===== src/rtl/sha256_msg_sched_pkg.sv =====
// Shared SHA256 definitions: block/schedule sizes, small sigma functions and
// the message-schedule FSM state encoding.
package sha256_pkg;

  localparam int SHA256_BLK_WORDS = 16;
  localparam int SHA256_ROUNDS    = 64;

  typedef enum logic [1:0] {
    LOAD   = 2'd0,
    EXPAND = 2'd1,
    DONE   = 2'd2
  } state_t;

  // sigma0(x) = ROTR7 ^ ROTR18 ^ SHR3
  function automatic logic [31:0] ssig0(input logic [31:0] x);
    ssig0 = {x[6:0], x[31:7]} ^ {x[17:0], x[31:18]} ^ {3'b000, x[31:3]};
  endfunction

  // sigma1(x) = ROTR17 ^ ROTR19 ^ SHR10
  function automatic logic [31:0] ssig1(input logic [31:0] x);
    ssig1 = {x[16:0], x[31:17]} ^ {x[18:0], x[31:19]} ^ {10'd0, x[31:10]};
  endfunction

endpackage


===== src/rtl/sha256_w_window.sv =====
// 16-entry sliding window of schedule words. One write port, four
// combinational read ports addressed relative to the current round t
// (t, t+1, t+9, t+14, all modulo 16).
module sha256_w_window
  import sha256_pkg::*;
(
  input  logic        clk,
  input  logic        we_i,
  input  logic [3:0]  waddr_i,
  input  logic [31:0] wdata_i,
  input  logic [3:0]  t_i,
  output logic [31:0] rd_t_o,
  output logic [31:0] rd_t1_o,
  output logic [31:0] rd_t9_o,
  output logic [31:0] rd_t14_o
);

  logic [31:0] mem_q [SHA256_BLK_WORDS];

  logic [3:0] a_t1;
  logic [3:0] a_t9;
  logic [3:0] a_t14;

  // 4-bit adds wrap naturally, giving the modulo-16 window addressing.
  assign a_t1  = t_i + 4'd1;
  assign a_t9  = t_i + 4'd9;
  assign a_t14 = t_i + 4'd14;

  assign rd_t_o   = mem_q[t_i];
  assign rd_t1_o  = mem_q[a_t1];
  assign rd_t9_o  = mem_q[a_t9];
  assign rd_t14_o = mem_q[a_t14];

  // Single write port; contents are deliberately not reset.
  always_ff @(posedge clk) begin
    if (we_i) begin
      mem_q[waddr_i] <= wdata_i;
    end
  end

endmodule


===== src/rtl/sha256_msg_sched.sv =====
// SHA256 message schedule: loads 16 words of a block, then streams
// W0..W63 to the round core with a valid/ready handshake.
//
// Handshake: wt_vld/wt_ready. A word transfers on a cycle where both are
// high. Once wt_vld rises it stays high, and wt_idx/wt_data stay stable,
// until that transfer happens. w_vld has no backpressure and is only
// legal in LOAD; anywhere else the word is dropped and proto_err latches.
module sha256_msg_sched
  import sha256_pkg::*;
#(
  parameter int P_WORDS  = 16,
  parameter int P_ROUNDS = 64
) (
  input  logic        clk,
  input  logic        reset,
  input  logic        w_vld,
  input  logic [5:0]  w_cnt,
  input  logic [31:0] w_data,
  output logic        hash_done,
  output logic        wt_vld,
  input  logic        wt_ready,
  output logic [5:0]  wt_idx,
  output logic [31:0] wt_data,
  output logic        busy,
  output logic        proto_err,
  output logic [1:0]  dbg_state
);

  localparam logic [5:0] T_LAST  = 6'(P_ROUNDS - 1);
  localparam logic [5:0] T_RECUR = 6'(P_WORDS);

  state_t     state_q, state_d;
  logic [5:0] t_q, t_d;
  logic       proto_err_q, proto_err_d;

  logic        hs;
  logic        in_recur;
  logic        win_we;
  logic [3:0]  win_waddr;
  logic [31:0] win_wdata;
  logic [31:0] rd_t, rd_t1, rd_t9, rd_t14;
  logic [31:0] sched_word;

  // Upper counter bits only track block progress in the padder.
  logic unused_w_cnt_hi;
  assign unused_w_cnt_hi = ^w_cnt[5:4];

  assign hs       = (state_q == EXPAND) && wt_ready;
  assign in_recur = (t_q >= T_RECUR);

  sha256_w_window u_window (
    .clk      (clk),
    .we_i     (win_we),
    .waddr_i  (win_waddr),
    .wdata_i  (win_wdata),
    .t_i      (t_q[3:0]),
    .rd_t_o   (rd_t),
    .rd_t1_o  (rd_t1),
    .rd_t9_o  (rd_t9),
    .rd_t14_o (rd_t14)
  );

  // Schedule word for the current t: straight from the window for the
  // first 16, otherwise the sigma recurrence over the sliding window.
  always_comb begin
    sched_word = rd_t;
    if (in_recur) begin
      sched_word = ssig1(rd_t14) + rd_t9 + ssig0(rd_t1) + rd_t;
    end
  end

  // Window write: loaded words in LOAD, recurrence results on transfer.
  always_comb begin
    win_we    = 1'b0;
    win_waddr = w_cnt[3:0];
    win_wdata = w_data;
    if (state_q == LOAD && w_vld) begin
      win_we = 1'b1;
    end else if (hs && in_recur) begin
      win_we    = 1'b1;
      win_waddr = t_q[3:0];
      win_wdata = sched_word;
    end
  end

  // Next-state and round counter logic.
  always_comb begin
    state_d     = state_q;
    t_d         = t_q;
    proto_err_d = proto_err_q;
    case (state_q)
      LOAD: begin
        if (w_vld && w_cnt[3:0] == 4'd15) begin
          state_d = EXPAND;
          t_d     = 6'd0;
        end
      end
      EXPAND: begin
        if (w_vld) proto_err_d = 1'b1;
        if (hs) begin
          t_d = t_q + 6'd1;
          if (t_q == T_LAST) begin
            state_d = DONE;
            t_d     = 6'd0;
          end
        end
      end
      DONE: begin
        if (w_vld) proto_err_d = 1'b1;
        state_d = LOAD;
        t_d     = 6'd0;
      end
      default: begin
        state_d = LOAD;
        t_d     = 6'd0;
      end
    endcase
  end

  // State, counter and sticky error registers.
  always_ff @(posedge clk) begin
    if (reset) begin
      state_q     <= LOAD;
      t_q         <= 6'd0;
      proto_err_q <= 1'b0;
    end else begin
      state_q     <= state_d;
      t_q         <= t_d;
      proto_err_q <= proto_err_d;
    end
  end

  assign wt_vld    = (state_q == EXPAND);
  assign wt_idx    = wt_vld ? t_q : 6'd0;
  assign wt_data   = wt_vld ? sched_word : 32'd0;
  assign hash_done = (state_q == DONE);
  assign busy      = (state_q != LOAD);
  assign proto_err = proto_err_q;
  assign dbg_state = state_q;

endmodule


===== config.mk =====
export PLATFORM = sky130hd
export DESIGN_NAME = sha256_msg_sched
export DESIGN_NICKNAME = d
export VERILOG_FILES = /design/src/rtl/sha256_msg_sched_pkg.sv /design/src/rtl/sha256_w_window.sv /design/src/rtl/sha256_msg_sched.sv
export SDC_FILE = /design/constraint.sdc
export NUM_CORES = 1
export LEC_CHECK = 0
export ABC_AREA = 1
export CORE_MARGIN = 3
export CORE_UTILIZATION = 45
export DETAILED_ROUTE_END_ITERATION = 6
export SKIP_CTS_REPAIR_TIMING = 1
export SYNTH_ARGS = -nofsm -noshare
export SYNTH_HDL_FRONTEND = slang
export SYNTH_HIERARCHICAL = 1
export SYNTH_SLANG_ARGS = --single-unit

===== constraint.sdc =====
create_clock -name clk -period 9.4 [get_ports clk]
set_input_delay 2.82 -clock clk [delete_from_list [all_inputs] [get_ports clk]]
set_output_delay 2.82 -clock clk [all_outputs]
set_load 0.03 [all_outputs]

==> impl_metrics.ini <==
[route]
wl_per_cell_um = 21.7
dr.pass1.iters = 7
vias_per_cell = 5.59
vias = 34186
first_iter_violations = 4119
wl_um = 133000
drc = 0
ant_nets = 0

[cts]
root_buffer = clkbuf_16
clock_latency_ns = 0.67
cts_tree = done
cts_buffers = 60
clkTransAtPathRegs_ns = 0.06
cts_sinks = 521
clock_tree.buffer_depth = 3
htreeDepth = 2

[logic_synthesis]
synthArstFlopShare = 0
ys_seq_area_frac = 0.426
synthCells = 5042
yosys_warnings = 6
syn_avg_cell_area_um2 = 7.24
synth-main-ff-cell = edfxtp_1
synth.area.top_cells = edfxtp_1 42%, nand2_1 19%, nand3_1 17%, inv_1 6.7%, fa_1 3.4%
synth.top_cell.area_share = 0.421
synth_edf_count = 512
synth_most_common_cell = nand2_1
synth_nets = 5185
synth_top_area_cell = edfxtp_1
synth_area_mm2 = 0.0365
synth_common_cells = 1860 x nand2_1, 1273 x nand3_1, 654 x inv_1, 512 x edfxtp_1, 201 x clkbuf_1
ys_types = 38
ys_ff_latch = 521

[floorplanning]
coreArea_mm2 = 0.0796
dieArea_mm2 = 0.0845
initial_core_util = 0.458
row_count = 103
fp.dieW_um = 291
die_h_um = 291
io_pins = 86

[timing]
fin_skew_ns = 0.0364
maxSlewViolCount = 0
setup_violations = 0
hold_viol = 0
relSlewSlack = 0.133
post-route-period-util = 0.970
tns_ns = 0
rsz0062_at_grt = false
fin_crit_ns = 9.12
clock.fmax_mhz = 110
tightest_slew_ns = 1.30
holdWs_ns = 0.513

[global_routing]
grt_pass1_vias = 31109
antenna_found_initial = 2
grt_use_total = 0.308
grt_pass1_wl_um = 197000
grt-ovfl-total = 0
grt_max_degree = 147

[final_layout]
post-route-util = 0.514
finalNetCount = 5154
drive_above_1_share = 0.0587
fill_cells = 7676
synthToLayoutAreaGrowth_pct = 12.3

[placement]
gp_congestion = 0.982
dpl.hpwl_um = 84400
port_buffers = 83

[worst_setup_path]
startpoint_type = flip-flop
crit_arrival_ns = 6.30
crit_type = flip-flop to output port
cp.required_ns = 6.58
crit_fanout = 74
critical_path.endpoint_type = output port

[job]
maxCapViolCount = 0

[outcome]
status = completed

[min_path]
min_path_type = flip-flop to flip-flop
## final cells by class
cell class                      count  area, um2  share of cell area
Multi-Input combinational cell   3579      17600               0.429
Inverter                          662       2510              0.0612
Clock inverter                     42        444              0.0108
Tap cell                         1050       1310              0.0321
Clock buffer                       72       1550              0.0378
Timing Repair Buffer              187       2020              0.0494
Antenna cell                        1       2.50           0.0000611
Sequential cell                   521      15600               0.380
## per-layer routing
layer / up-vias / routed length (um) / track usage
li1: 16198 / - / -
met4: 0 / 6310 / 0.134
met5: - / 0 / 0
met3: 372 / 14600 / 0.0522
met2: 1926 / 57800 / 0.472
met1: 15690 / 54100 / 0.431
## worst max-delay path, cell delays in order, from the launching register on
cell and delay [ns]:
dfxtp_4 0.46, inv_8 0.43, buf_4 0.36, nand2_1 0.11
nand3_1 0.09, nand3_1 0.08, nand2_1 0.09, nand2_1 0.05
nand2_1 0.35, xnor2_1 0.20, xor2_1 0.37, fa_1 0.51
fa_1 0.55, inv_1 0.04, ha_1 0.36, nand2_1 0.13
nor2_1 0.14, nand2_1 0.06, nand3_1 0.12, nand2_1 0.08
nand2_2 0.12, nand2_1 0.08, nand3_1 0.08, nand3_1 0.09
a21oi_1 0.34, buf_4 0.20, buf_12 0.11
## sequential cells by signal, indices dropped and copies added, names as in the netlist
| signal | cells |
|---|---|
| u_window/mem_q | 512 |
| t_q | 6 |
| dbg_state | 2 |
| proto_err | 1 |
## cell usage in the layout, fill, tap and decap left out, types with 3 or more instances in the layout
master / synthesis / layout
or2_2: 9 / 9
inv_2: 5 / 5
clkdlybuf4s50_1: 0 / 52
edfxtp_1: 512 / 512
nor2_2: 6 / 6
nor2_4: 1 / 17
dfxtp_4: 0 / 3
nor2_1: 77 / 61
xor2_1: 63 / 61
ha_1: 39 / 37
clkinvlp_4: 0 / 3
o21ai_1: 13 / 14
inv_1: 654 / 652
clkinv_1: 2 / 12
bufinv_16: 0 / 8
dfxtp_1: 9 / 5
buf_4: 1 / 96
nand2_1: 1860 / 1857
nand2_2: 6 / 9
and2_1: 3 / 3
buf_12: 0 / 39
clkinv_4: 0 / 3
clkbuf_1: 201 / 12
nor3_1: 8 / 8
clkinv_2: 0 / 14
xnor2_1: 78 / 76
fa_1: 62 / 62
nand3_1: 1273 / 1273
clkbuf_16: 0 / 60
o21ai_0: 27 / 24
a21oi_1: 32 / 31
nand4_1: 6 / 6
nand3_2: 5 / 5
## path summary, 6_finish.rpt
path | start | to | slack (ns) | cells past startpoint
worst max-delay path | t_q[0] | wt_data[31] | 0.28 | 26
worst min-delay path | proto_err | proto_err | 0.51 | 2
worst max register to register | t_q[0] | u_window/mem_q[6][10] | 3.07 | 24
worst min register to register | proto_err | proto_err | 0.51 | 2
## per-stage QoR
stage               worst slack (ns)  instances  cell area, um2
detailed placement             0.962       5997           38900
global route                  0.0152       6113           41000
global placement               0.948       5997           38900
floorplan                       1.04       5042           36500
CTS                            0.272       6111           40900
finish                         0.278       6114           41000
## kinds of logic after synthesis
family          count (synthesis)  share of synthesized area
simple gates                 3257                      0.382
buf+inv                       942                     0.0983
flops                         521                      0.426
xor+xnor                      141                     0.0338
fa+ha+maj                     101                     0.0474
compound gates                 80                     0.0117
Power is left out: the tool's default activity adds up to more than one toggle a clock period on the data nets, which glitch-free logic cannot reach.
